--- src/rtl/hdlc_pkg.sv ---
// Shared HDLC framing constants, hold-buffer depth and receive state encoding.
// Hold depth depends on HDLC_RX_FCS_EN (3 when the FCS is checked, otherwise 1).
package hdlc_pkg;

    localparam logic [7:0]  HDLC_FLAG = 8'h7E;
    localparam logic [7:0]  HDLC_ESC  = 8'h7D;
    localparam logic [7:0]  HDLC_XOR  = 8'h20;
    localparam logic [15:0] FCS_INIT  = 16'hFFFF;
    localparam logic [15:0] FCS_POLY  = 16'h8408;
    localparam logic [15:0] FCS_GOOD  = 16'hF0B8;

`ifdef HDLC_RX_FCS_EN
    localparam int HOLD_DEPTH = 3;
`else
    localparam int HOLD_DEPTH = 1;
`endif

    typedef enum logic [1:0] {
        HUNT,
        IDLE,
        DATA,
        ESC
    } hdlc_state_t;

endpackage

--- src/rtl/hdlc_fcs16.sv ---
// Combinational byte-wise CRC-16/CCITT update, LSB first (reflected poly 0x8408).
// Shared between the receive deframer and the transmit framer.
module hdlc_fcs16
    import hdlc_pkg::*;
(
    input  logic [15:0] crc_in,
    input  logic [7:0]  data_in,
    output logic [15:0] crc_out
);

    logic [15:0] crc_work;

    always_comb begin
        crc_work = crc_in ^ {8'h00, data_in};
        for (int i = 0; i < 8; i++) begin
            crc_work = crc_work[0] ? ((crc_work >> 1) ^ FCS_POLY) : (crc_work >> 1);
        end
        crc_out = crc_work;
    end

endmodule

--- src/rtl/hdlc_rx_deframer.sv ---
// RFC1662-style receive deframer: strips flags/escapes, delays bytes through a hold
// buffer so the trailing FCS can be dropped. Define HDLC_RX_FCS_EN to check the FCS.
module hdlc_rx_deframer
    import hdlc_pkg::*;
#(
    parameter int MAX_LEN = 256,
    parameter int CNT_W   = 16
) (
    input  logic             mclk,
    input  logic             reset,
    input  logic [7:0]       in_data,
    input  logic             in_strobe,
    output logic [7:0]       out_data,
    output logic             out_valid,
    output logic             out_sof,
    output logic             out_eof,
    output logic             frame_end,
    output logic             frame_err,
    output logic [CNT_W-1:0] frames_ok,
    output logic [CNT_W-1:0] frames_bad
);

    localparam int H          = HOLD_DEPTH;
    localparam int BUF_CNT_W  = $clog2(H + 1);
    // Stored bytes include the H-1 FCS bytes still sitting in the buffer at close.
    localparam int STORED_MAX = MAX_LEN + H - 1;
    localparam int STORED_W   = $clog2(STORED_MAX + 1);

    hdlc_state_t          state;
    hdlc_state_t          state_nxt;
    logic [7:0]           hold_buf [H];
    logic [BUF_CNT_W-1:0] buf_cnt;
    logic [STORED_W-1:0]  stored_cnt;
    logic                 first_pending;

    logic                 store_en;
    logic                 close_en;
    logic                 abort_en;
    logic                 overflow;
    logic [7:0]           store_byte;
    logic                 buf_full;
    logic                 fcs_bad;
    logic                 end_en;
    logic                 err_nxt;

    assign buf_full = (buf_cnt == BUF_CNT_W'(H));
    assign end_en   = close_en | abort_en | overflow;
    assign err_nxt  = close_en ? (!buf_full || fcs_bad) : 1'b1;

    always_comb begin
        state_nxt  = state;
        store_en   = 1'b0;
        close_en   = 1'b0;
        abort_en   = 1'b0;
        overflow   = 1'b0;
        store_byte = in_data;
        if (in_strobe) begin
            case (state)
                HUNT: begin
                    if (in_data == HDLC_FLAG) state_nxt = IDLE;
                end
                IDLE: begin
                    if (in_data == HDLC_ESC) begin
                        state_nxt = ESC;
                    end else if (in_data != HDLC_FLAG) begin
                        store_en  = 1'b1;
                        state_nxt = DATA;
                    end
                end
                DATA: begin
                    if (in_data == HDLC_FLAG) begin
                        close_en  = 1'b1;
                        state_nxt = IDLE;
                    end else if (in_data == HDLC_ESC) begin
                        state_nxt = ESC;
                    end else begin
                        store_en = 1'b1;
                    end
                end
                ESC: begin
                    if (in_data == HDLC_FLAG) begin
                        abort_en  = (stored_cnt != '0);
                        state_nxt = IDLE;
                    end else begin
                        store_en   = 1'b1;
                        store_byte = in_data ^ HDLC_XOR;
                        state_nxt  = DATA;
                    end
                end
                default: state_nxt = HUNT;
            endcase
        end
        overflow = store_en && (stored_cnt == STORED_W'(STORED_MAX));
        if (overflow) state_nxt = HUNT;
    end

`ifdef HDLC_RX_FCS_EN
    logic [15:0] crc;
    logic [15:0] crc_base;
    logic [15:0] crc_next;

    // An empty frame restarts the CRC from the init value rather than the stale residue.
    assign crc_base = (stored_cnt == '0) ? FCS_INIT : crc;
    assign fcs_bad  = (crc != FCS_GOOD);

    hdlc_fcs16 u_fcs (
        .crc_in  (crc_base),
        .data_in (store_byte),
        .crc_out (crc_next)
    );

    always_ff @(posedge mclk or posedge reset) begin
        if (reset)         crc <= FCS_INIT;
        else if (store_en) crc <= crc_next;
    end
`else
    assign fcs_bad = 1'b0;
`endif

    always_ff @(posedge mclk or posedge reset) begin
        if (reset) begin
            state         <= HUNT;
            buf_cnt       <= '0;
            stored_cnt    <= '0;
            first_pending <= 1'b1;
            out_data      <= '0;
            out_valid     <= 1'b0;
            out_sof       <= 1'b0;
            out_eof       <= 1'b0;
            frame_end     <= 1'b0;
            frame_err     <= 1'b0;
            frames_ok     <= '0;
            frames_bad    <= '0;
            for (int i = 0; i < H; i++) hold_buf[i] <= '0;
        end else begin
            state     <= state_nxt;
            out_valid <= 1'b0;
            out_sof   <= 1'b0;
            out_eof   <= 1'b0;
            frame_end <= end_en;
            frame_err <= end_en & err_nxt;

            if ((store_en || close_en) && buf_full) begin
                out_valid     <= 1'b1;
                out_data      <= hold_buf[0];
                out_sof       <= first_pending;
                out_eof       <= close_en;
                first_pending <= 1'b0;
            end

            if (end_en) begin
                buf_cnt       <= '0;
                stored_cnt    <= '0;
                first_pending <= 1'b1;
            end else if (store_en) begin
                stored_cnt <= stored_cnt + STORED_W'(1);
                if (buf_full) begin
                    for (int i = 0; i < H; i++)
                        hold_buf[i] <= (i == H - 1) ? store_byte : hold_buf[(i + 1) % H];
                end else begin
                    for (int i = 0; i < H; i++)
                        if (buf_cnt == BUF_CNT_W'(i)) hold_buf[i] <= store_byte;
                    buf_cnt <= buf_cnt + BUF_CNT_W'(1);
                end
            end

            if (end_en && !err_nxt && (frames_ok != '1))
                frames_ok <= frames_ok + CNT_W'(1);
            if (end_en && err_nxt && (frames_bad != '1))
                frames_bad <= frames_bad + CNT_W'(1);
        end
    end

endmodule

--- config.mk ---
export PLATFORM = sky130hd
export DESIGN_NAME = hdlc_rx_deframer
export DESIGN_NICKNAME = d
export VERILOG_FILES = /design/src/rtl/hdlc_pkg.sv /design/src/rtl/hdlc_fcs16.sv /design/src/rtl/hdlc_rx_deframer.sv
export SDC_FILE = /design/constraint.sdc
export NUM_CORES = 1
export LEC_CHECK = 0
export BUFFER_PORTS_ARGS = -buffer_cell sky130_fd_sc_hd__buf_2
export CORE_ASPECT_RATIO = 0.8
export CORE_MARGIN = 2
export CORE_UTILIZATION = 55
export DETAILED_ROUTE_END_ITERATION = 8
export PLACE_DENSITY = 0.79
export SLEW_MARGIN = 20
export SYNTH_ARGS = -nofsm -noshare
export SYNTH_HDL_FRONTEND = slang
export SYNTH_HIERARCHICAL = 1
export SYNTH_SLANG_ARGS = --single-unit
--- constraint.sdc ---
create_clock -name mclk -period 2.53 [get_ports mclk]
set_input_delay 0.1265 -clock mclk [delete_from_list [all_inputs] [get_ports mclk]]
set_output_delay 0.1265 -clock mclk [all_outputs]
set_load 0.03 [all_outputs]
==> results of run 1 <==
critical path, delay by kind of cell, from the launching register on:
| kind | cells | cell delay, ps |
|---|---|---|
| AOI/OAI and AO/OA | 2 | 310 |
| xor gates and xnor gates | 1 | 180 |
| buffers and inverters | 2 | 270 |
| DFF | 1 | 410 |
| adders and majority gates | 1 | 140 |
| and+or+nand+nor | 3 | 860 |
registers in the layout, summed over array words and instances, names as in the netlist:
register	count
out_sof	1
stored_cnt	9
hold_buf	8
out_valid	1
buf_cnt	1
frame_err	1
first_pending	1
frames_ok	16
out_data	8
state	2
out_eof	1
frame_end	1
frames_bad	16
worst max path at each step:
stage / from / depth (start not counted) / to / slack [ps]
2_1_floorplan: frames_ok[4]$_DFFE_PP0P_ / 5 / frames_ok[1]$_DFFE_PP0P_ / 490
3_5_place_dp: stored_cnt[0]$_DFFE_PP0P_ / 9 / frames_bad[10]$_DFFE_PP0P_ / 320
4_1_cts: stored_cnt[0]$_DFFE_PP0P_ / 9 / frames_bad[10]$_DFFE_PP0P_ / 280
5_1_grt: stored_cnt[1]$_DFFE_PP0P_ / 9 / frames_bad[10]$_DFFE_PP0P_ / 150
6_report: stored_cnt[0]$_DFFE_PP0P_ / 9 / frames_bad[10]$_DFFE_PP0P_ / 290
3_3_place_gp: stored_cnt[0]$_DFFE_PP0P_ / 9 / frames_bad[10]$_DFFE_PP0P_ / 470
cell families (layout without fill, tap and decap cells):
group,after synthesis,count (layout)
AO/OA/AOI/OAI,20,20
XOR/XNOR,37,37
adder cells (fa/ha/maj),4,4
buffers and inverters,19,87
flip-flops,66,66
multiplexers,17,17
AND/OR/NAND/NOR,111,111
synthesized netlist by cell type (all sizes together):
master   instances  share of area (%)
dfrtp           65                 53
nor2            24                3.0
xor2            24                6.9
nand2           19                2.3
nand4           18                3.7
mux2            17                6.3
xnor2           13                3.7
inv             11                1.4
nand3           11                1.8
and3             9                1.8
nor3             9                2.2
o21ai            7                1.1
buf              6                1.3
ha               4                1.6
nand2b           4               0.82
a21oi            3               0.62
and2             3               0.62
nor3b            3               0.74
clkbuf           2               0.29
nor2b            2               0.41
nor4b            2               0.78
o2111ai          2               0.78
o31ai            2               0.49
a21boi           1               0.25
a21o             1               0.25
a31oi            1               0.21
a32o             1               0.33
and4             1               0.29
dfstp            1               0.86
nand3b           1               0.25
nand4b           1               0.29
nor4             1               0.21
o211ai           1               0.25
o21a             1               0.25
or2              1               0.21
or3              1               0.21
or4              1               0.25
report_power, final:
group          leakage [uW]  internal, uW  total [uW]  switching (uW)
logic              0.000935           151         356             205
registers          0.000890          1190        1260            74.1
clock network      0.000119           634        1030             394
total               0.00194          1970        2640             673
stage by stage:
step | hold WS (ps) | setup slack (ps) | total power (uW) | util [%] | instances
5_1_grt | 29.2 | 148 | 2760 | 67.5 | 407
6_report | 29.9 | 294 | 2640 | 67.5 | 407
2_1_floorplan | 212 | 486 | 1530 | - | 274
3_5_place_dp | 342 | 318 | 1640 | 63.0 | 390
4_1_cts | 17.1 | 277 | 2680 | 67.5 | 407
3_3_place_gp | 332 | 472 | 1620 | 63.0 | 390
cells in the final DEF, fill, tap and decap left out, types with 2 or more instances in the layout:
cell and instances:
a21oi_1 2, and2_1 3, and3_1 9, buf_2 55
buf_4 3, bufinv_16 2, clkbuf_8 12, dfrtp_1 65
ha_1 4, inv_1 10, mux2_2 17, nand2_1 19
nand2b_1 4, nand3_1 11, nand4_1 18, nor2_1 24
nor2b_1 2, nor3_1 6, nor3_2 2, nor3b_1 3
o21ai_0 5, o21ai_1 2, o31ai_1 2, xnor2_1 13
xor2_1 24
per-layer routing:
metal	GRT usage [%]	vias up	share of wire (%)
met5	0	-	0
met4	6.32	0	1.3
met3	7.82	10	5.6
met2	34.8	59	48
met1	29.3	1064	45
li1	-	1080	-
cell type report:
class / instances / area share, %
sequential: 66 / 45.3
clock inverter: 4 / 1.99
inverter: 11 / 1.13
tap: 65 / 2.23
clock buffer: 12 / 4.52
multi-input combinational: 189 / 35.9
timing repair buffer: 60 / 8.98
==> out/qor.txt, run 1 <==
Unique masters post-synth: 46
Max-cap violations: 0
RSZ-0062 raised after global routing: no
Routed WL per cell: 14.9 um
Post-synth net total: 289
Sequential cell area: 0.00165 mm^2
Final Net Count: 352
Dpl cell area: 0.00340 mm^2
Die extent in y: 70.6 um
Mapped Cells: 274
DRT antenna net count: 0
Post-CTS setup buffer count: 0
Post-Synth Simple-Gate Area: 19.8%
Clock transition at path regs: 70 ps
Crit path DAT: 2500 ps
Initial core utilization: 56.5%
Crit. End Element: flip-flop
Drt via density: 5.44
Vias: 2213
FF-to-FF End: frames_bad[10]$_DFFE_PP0P_
WHS Path Cells: 2
DRC viols: 0
Static leakage: 0.00194 uW
Max-slew headroom: 45.9%
Area growth syn-to-layout: 19.6%
Core area: 0.00541 mm^2
Cts bufs inserted: 9
Buffers on Ports: 55
Area occupied by multi-input gates: 0.00131 mm^2
Post-route cell area: 0.00365 mm^2
Final period utilization: 88.4%
# resized after CTS: 0
Mux cell area share after synthesis: 6.27%
Worst min path class: primary input to flip-flop
Largest family of logic cells by synthesized area: simple AND/OR/NAND/NOR gates
Highest clock rate: 447 MHz
CP Cell Sequence: inv_1 > ha_1 > nor4b_2 > and3_1 > o211ai_1 > a21oi_2 > buf_4 > nor3b_1 > xor2_1
Adder-cell share of the synthesized area: 1.64%
Final Skew: 10.2 ps
Overflow after GRT: 0
Setup-failing EPs final: 0
Root Driver: clkbuf_8
Clk_lat worst skew: 340 ps
HP Start: in_data[6]
IO Pins: 56
Post-DP HPWL: 4270 um
Synth Area in Compound Gates: 4.55%
Xor and xnor area share after synthesis: 10.6%
Initial antenna violation count: 0
Vias in the first global route: 2261
Crit path time final: 2240 ps
Clock sink total: 66
Rows: 24
CTS tree: built
GPL Wtd Cong: 0.838
FF-to-FF path depth: 9
Setup TNS Final: 0 ps
DRT Pass-1 Iters: 4
Total Wirelength: 6050 um
Reg2reg setup slack: 290 ps
Yosys reg bits: 66
Max clock buf depth: 2
Diodes inserted: 0
Pin count of the biggest net entering global routing: 40
Seq/Total Area, Yosys: 54.2%
Htree depth: 3
Reg2reg start: stored_cnt[0]$_DFFE_PP0P_
Die area: 0.00616 mm^2
Req. time, crit path: 2800 ps
Initial drt markers: 124
Share of post-route cells with drive strength above 1: 29.2%
First-pass GRT wire length: 10600 um
Die X: 87.3 um
Final Hold Viols: 0
Hold endpoint: hold_buf[6]$_DFFE_PP0P_
Critical Path Fanout Max: 14
Synth Warn #: 6
Critical path class: flip-flop to flip-flop
All-Layer GR Usage: 22.2%
Pwr/cell area: 724 mW/mm^2
Least-Margin Pin Slew: 810 ps
Critical-path top delay cell: dfrtp_1
Status: complete, no violations
Max Slew Vio Count: 0
Critical path's largest stage delay: 410 ps
Syn_area_per_cell: 11.1 um^2
Post-CTS Hold Fix Bufs: 1
Peak VDD IR: 0.000592 V
CP Launch Type: flip-flop
Cell area after synthesis: 0.00305 mm^2
Fill cells: 419
No activity file was read; power rests on OpenSTA's default activity.
==> run 2, diff against run 1 <==
CORE_UTILIZATION = 50   (was 55)
GPL_ROUTABILITY_DRIVEN = 0   (was default)
PLACE_DENSITY = 0.76   (was 0.79)
SLEW_MARGIN = default   (was 20)
clock period = 1.9 ns   (was 2.53 ns; I/O delays follow)
==> run 2 against run 1 <==
Effect of this change:
- the flow now finishes with violations (negative setup slack)
- cell area increased by 14%
- sequential power rose by 33%
- highest routed layer unchanged
- largest cell class unchanged
- worst setup slack lost 380 ps
- maximum frequency increased by 13%
- sequential share of layout area fell by 5.3 points
- worst hold slack worse by 8.5 ps
- non-clock buffer count is 48 higher
- via count rose by 9.1%
- die area is 9.5% higher
- wire length is 8.8% higher
- final cell count increased by 16%
==> out/qor.txt, run 2 (same netlist as run 1, synthesis figures left out) <==
Status: finished, violations left
Failing checks: negative setup slack
Crit path time final: 1990 ps (-250 ps)
All-Layer GR Usage: 20.4% (-1.7 points)
Vias: 2415 (+9.1%)
Initial core utilization: 51.6% (-4.8 points)
Post-Route Utilization: 70.5% (+3.0 points)
CP Launch Type: flip-flop
Pin count of the biggest net entering global routing: 60 (+50%)
Req. time, crit path: 2120 ps (-680 ps)
Htree depth: 3 (unchanged)
Final Hold Viols: 0 (unchanged)
Number of cells on the critical path: 8 (-1)
FF-to-FF End: frames_bad[1]$_DFFE_PP0P_
Commonest non-fill, non-tap cell in the layout: buf_2
Final period utilization: 105% (+16 points)
Routed WL per cell: 14.0 um (-5.9%)
Clk_lat worst skew: 340 ps (about the same)
Critical Path Fanout Max: 7 (-7)
Peak VDD IR: 0.000618 V (+4.3%)
Placed cells: 439 (+13%)
IO Pins: 56 (unchanged)
CP Cell Sequence: inv_1 > ha_2 > nor4b_4 > and3_1 > o211ai_1 > a21oi_2 > buf_6 > mux2_4
Post-route cell area: 0.00417 mm^2 (+14%)
Crit path DAT: 2210 ps (-290 ps)
Vias in the first global route: 2264 (+0.13%)
Setup TNS Final: -361 ps (-361 ps)
Area growth syn-to-layout: 36.7%
Setup-failing EPs final: 11 (+11)
Final Power: 3450 uW (+30%)
Final Worst Setup Slack: -85.8 ps (-380 ps)
Overflow after GRT: 0 (unchanged)
DRC viols: 0 (unchanged)
Cts bufs inserted: 9 (unchanged)
Final Net Count: 400 (+14%)
Least-Margin Pin Slew: 396 ps (-415 ps)
Reg2reg start: stored_cnt[1]$_DFFE_PP0P_
Critical path class: flip-flop to flip-flop
DRT Pass-1 Iters: 4 (unchanged)
FF-to-FF path depth: 8 (-1)
Critical path's largest stage delay: 390 ps (-20 ps)
Worst min path class: primary input to flip-flop
Core area: 0.00591 mm^2 (+9.4%)
Highest clock rate: 504 MHz (+13%)
Reg2reg setup slack: -90 ps (-380 ps)
Worst path bufs/invs: 2 (unchanged)
Initial drt markers: 70 (-44%)
CTS tree: built
Non-Filler Instances: 471 (+16%)
Diodes inserted: 0 (unchanged)
Crit path from: stored_cnt[1]$_DFFE_PP0P_
DRT antenna net count: 0 (unchanged)
Max clock buf depth: 2 (unchanged)
Post-DP HPWL: 4540 um (+6.3%)
Leading cell types in the layout, fill and taps excluded: buf_2, dfrtp_1, buf_4, xor2_1, nor2_1
Clock transition at path regs: 70 ps (about the same)
Die X: 91.3 um (+4.7%)
Final Skew: 6.54 ps (-3.68 ps)
Max-slew headroom: 73.3% (+27 points)
Dpl cell area: 0.00371 mm^2 (+9.0%)
RSZ-0062 raised after global routing: yes
Initial antenna violation count: 0 (unchanged)
Pwr/cell area: 827 mW/mm^2 (+14%)
Die extent in y: 73.9 um (+4.6%)
Top Registers: frames_bad (16), frames_ok (16), stored_cnt (9)
Buffers on Ports: 55 (unchanged)
Max-cap violations: 0 (unchanged)
Rows: 25 (+4.2%)
Share of post-route cells with drive strength above 1: 43.3% (+14 points)
Static leakage: 0.00219 uW (+13%)
Root Driver: clkbuf_8
Critical-path top delay cell: dfrtp_1
Max Slew Vio Count: 0 (unchanged)
Largest delay share family, worst path: simple AND/OR/NAND/NOR gates
Critical path capture point: frames_bad[1]$_DFFE_PP0P_
Die area: 0.00675 mm^2 (+9.5%)
Drt via density: 5.13 (-5.7%)
Crit. End Element: flip-flop
Total Wirelength: 6580 um (+8.8%)
First-pass GRT wire length: 10600 um (unchanged)
Clock sink total: 66 (unchanged)
==> run 2: layout make-up <==
type / instances / area, um^2
multi-input combinational: 189 / 1430
fill: 422 / 1740
inverter: 11 / 41.3
sequential: 66 / 1670
clock buffer: 12 / 155
clock inverter: 4 / 50.0
tap: 81 / 101
timing repair buffer: 108 / 728
==> run 2: worst min-delay path by stage <==
stage / depth (start not counted) / slack (ps) / endpoint / start
floorplan: 1 / 180 / state[1]$_DFFE_PP0P_ / in_strobe
global route: 2 / 9 / hold_buf[4]$_DFFE_PP0P_ / in_data[4]
global placement: 2 / 8 / out_valid$_DFF_PP0_ / reset
CTS: 2 / 10 / hold_buf[4]$_DFFE_PP0P_ / in_data[4]
detailed placement: 2 / 10 / out_valid$_DFF_PP0_ / reset
finish: 2 / 20 / hold_buf[4]$_DFFE_PP0P_ / in_data[4]
==> run 2: what timing repair did <==
| action | in CTS | in global routing |
|---|---|---|
| hold buffers | 6 | 0 |
| pin swaps | 4 | 19 |
| setup buffers | 5 | 6 |
| hold endpoints to repair | 70 | 0 |
| gates resized for setup | 8 | 21 |
| setup endpoints to repair | 13 | 47 |
==> run 2: per-stage QoR <==
step / hold WS, ps / setup WS, ps
3_5_place_dp: 14.7 / -138
3_3_place_gp: 7.52 / -25.8
6_report: 21.4 / -85.8
5_1_grt: 9.05 / -201
4_1_cts: 10.0 / -41.9
2_1_floorplan: 181 / 5.05
==> run 2: worst register-to-register path, delay by kind of cell (launching register included) <==
kind	cells	cell delay (ps)
simple gates	2	440
flops	1	390
compound gates	2	370
mux	1	300
buf+inv	2	220
fa+ha+maj	1	150
==> run 2: report_power, final <==
group | total, uW | internal, uW | switching (uW)
clock | 1190 | 675 | 513
sequential | 1670 | 1580 | 92.1
combinational | 587 | 277 | 310
total | 3450 | 2530 | 916
==> run 2: per-layer routing <==
metal	vias up	GRT usage [%]	part of all wire, %
li1	1172	-	-
met3	9	5.74	4.0
met2	50	32.5	48
met1	1184	26.9	46
met5	-	0	0
met4	0	8.08	1.5
==> run 3, diff against run 2 <==
==> constraint.sdc (replaced) <==
create_clock -name mclk -period 1.9 [get_ports mclk]
set_input_delay 0.095 -clock mclk [delete_from_list [all_inputs] [get_ports mclk]]
set_output_delay 0.095 -clock mclk [all_outputs]
set_load 0.02 [all_outputs]
==> run 3 against run 2 <==
Effect of this change:
- the run still ends with negative setup slack left
- total power rose by 2.9%
- flip-flop and latch count did not move
- via count rose by 0.75%
- cell area fell by 1.3%
- sequential share of layout area rose by 0.26 points
- first-iteration DRC count rose by 83%
- sequential power barely moved
- die area did not move
- combinational power barely moved
- clock power rose by 9%
- non-clock buffer count did not move
==> out/qor.txt, run 3 (same netlist as run 1, synthesis figures left out) <==
Status: finished, violations left
Failing checks: negative setup slack
Die extent in y: 73.9 um (unchanged)
Die area: 0.00675 mm^2 (unchanged)
Max clock buf depth: 2 (unchanged)
Static leakage: 0.00221 uW (+0.71%)
Top Registers: frames_bad (16), frames_ok (16), stored_cnt (9)
Peak VDD IR: 0.000658 V (+6.5%)
Critical path capture point: frames_bad[12]$_DFFE_PP0P_
Total Wirelength: 6690 um (+1.6%)
All-Layer GR Usage: 20.8% (+0.33 points)
IO Pins: 56 (unchanged)
Die X: 91.3 um (unchanged)
RSZ-0062 raised after global routing: yes
Rows: 25 (unchanged)
Final Worst Setup Slack: -42.1 ps (+43.7 ps)
Area growth syn-to-layout: 34.9%
DRT antenna net count: 0 (unchanged)
Critical Path Fanout Max: 14 (+7)
Post-route cell area: 0.00412 mm^2 (-1.3%)
Initial drt markers: 128 (+83%)
Htree depth: 3 (unchanged)
Routed WL per cell: 14.2 um (+1.6%)
Max Slew Vio Count: 0 (unchanged)
Worst hold margin: 15.1 ps (-6.38 ps)
Cts bufs inserted: 9 (unchanged)
Vias: 2433 (+0.75%)
Clk_lat worst skew: 350 ps (about the same)
Leading cell types in the layout, fill and taps excluded: dfrtp_1, buf_2, buf_4, xor2_1, nor2_1
Dpl cell area: 0.00374 mm^2 (+0.74%)
Root Driver: clkbuf_8
Req. time, crit path: 2180 ps (+60 ps)
Pin count of the biggest net entering global routing: 32 (-47%)
Max-cap violations: 0 (unchanged)
Buffers on Ports: 55 (unchanged)
Core area: 0.00591 mm^2 (unchanged)
DRT Pass-1 Iters: 4 (unchanged)
FF-to-FF path depth: 9 (+1)
Drt via density: 5.17 (+0.75%)
Final Hold Viols: 0 (unchanged)
Worst min path class: primary input to flip-flop
Final Net Count: 400 (unchanged)
Least-Margin Pin Slew: 570 ps (+174 ps)
Vias in the first global route: 2281 (+0.75%)
FF-to-FF End: frames_bad[12]$_DFFE_PP0P_
Pwr/cell area: 862 mW/mm^2 (+4.2%)
Final Skew: 8.78 ps (+2.24 ps)
Overflow after GRT: 0 (unchanged)
Highest clock rate: 515 MHz (+2.2%)
Max-slew headroom: 62.0% (-11 points)
Clock sink total: 66 (unchanged)
DRC viols: 0 (unchanged)
Reg2reg start: stored_cnt[0]$_DFFE_PP0P_
Crit path time final: 1940 ps (-43.7 ps)
Setup-failing EPs final: 2 (-9)
Crit path from: stored_cnt[0]$_DFFE_PP0P_
Share of post-route cells with drive strength above 1: 40.5% (-2.8 points)
Critical path class: flip-flop to flip-flop
Initial antenna violation count: 0 (unchanged)
Post-DP HPWL: 4760 um (+4.9%)
Crit path DAT: 2220 ps (about the same)
Clock transition at path regs: 80 ps (about the same)
First-pass GRT wire length: 10700 um (+0.84%)
Commonest non-fill, non-tap cell in the layout: dfrtp_1
Crit. End Element: flip-flop
Reg2reg setup slack: -40 ps (+40 ps)
CP Launch Type: flip-flop
HP Start: in_data[7]
Initial core utilization: 51.6% (unchanged)
CTS tree: built
Final period utilization: 102% (-2.3 points)
Diodes inserted: 0 (unchanged)
run 3: cell count changes in the layout (fill, tap and decap cells not counted), sizes merged:
cell and change:
bufinv +1, clkinvlp -1, dlygate4sd3 -1, clkbuf -2, clkinv +1, buf +1
inv +1
run 3: how the worst min path moves through the flow:
stage	endpoint	slack, ps	cells past startpoint
6_report	hold_buf[7]$_DFFE_PP0P_	20	2
5_1_grt	hold_buf[7]$_DFFE_PP0P_	9	2
4_1_cts	state[1]$_DFFE_PP0P_	0.3	2
3_5_place_dp	frames_ok[2]$_DFFE_PP0P_	190	2
3_3_place_gp	frames_ok[3]$_DFFE_PP0P_	170	2
2_1_floorplan	state[1]$_DFFE_PP0P_	180	1
run 3: final cells by class:
class | instances | area, um^2
fill | 444 | 1800
sequential | 66 | 1660
multi-input combinational | 189 | 1380
timing repair buffer | 108 | 724
clock buffer | 10 | 128
tap | 81 | 101
clock inverter | 6 | 90.1
inverter | 11 | 41.3
run 3: timing repair:
item,4_1_cts,5_1_grt
hold endpoints to repair,26,0
pin swaps,2,9
hold buffers,5,0
resized for setup,2,16
endpoints found under the setup margin,8,45
setup buffers,1,6
run 3: worst max-delay path, stage by stage, from the launching register on:
cell and delay (ps):
dfrtp_1 380, inv_1 60, ha_1 140, nor4b_4 220, and3_1 190, o211ai_1 120, a21oi_2 220, buf_12 150
and4_4 230, xor2_1 150
run 3: per-stage QoR:
| step | setup TNS (ps) | util [%] | total power (uW) | worst slack (ps) | instances |
|---|---|---|---|---|---|
| detailed placement | -404 | 63.2 | 2220 | -99.7 | 444 |
| global route | -1390 | 69.6 | 3710 | -141 | 471 |
| CTS | -77.7 | 68.0 | 3540 | -46.6 | 466 |
| global placement | -40.6 | 63.2 | 2170 | -19.6 | 444 |
| finish | -74.4 | 69.6 | 3550 | -42.1 | 471 |
| floorplan | 0 | - | 2020 | 5.54 | 274 |
run 3: layer usage:
metal,share of wire [%],GRT usage (%),vias up
met5,0,0,-
li1,-,-,1174
met2,47,31.8,66
met4,1.9,7.24,0
met1,46,28.0,1179
met3,4.7,7.08,14
run 3: report_power, final:
part | switching, uW | leakage (uW) | total (uW) | internal [uW]
logic | 282 | 0.00122 | 586 | 304
clock network | 553 | 0.000107 | 1300 | 743
registers | 85.7 | 0.000886 | 1660 | 1580
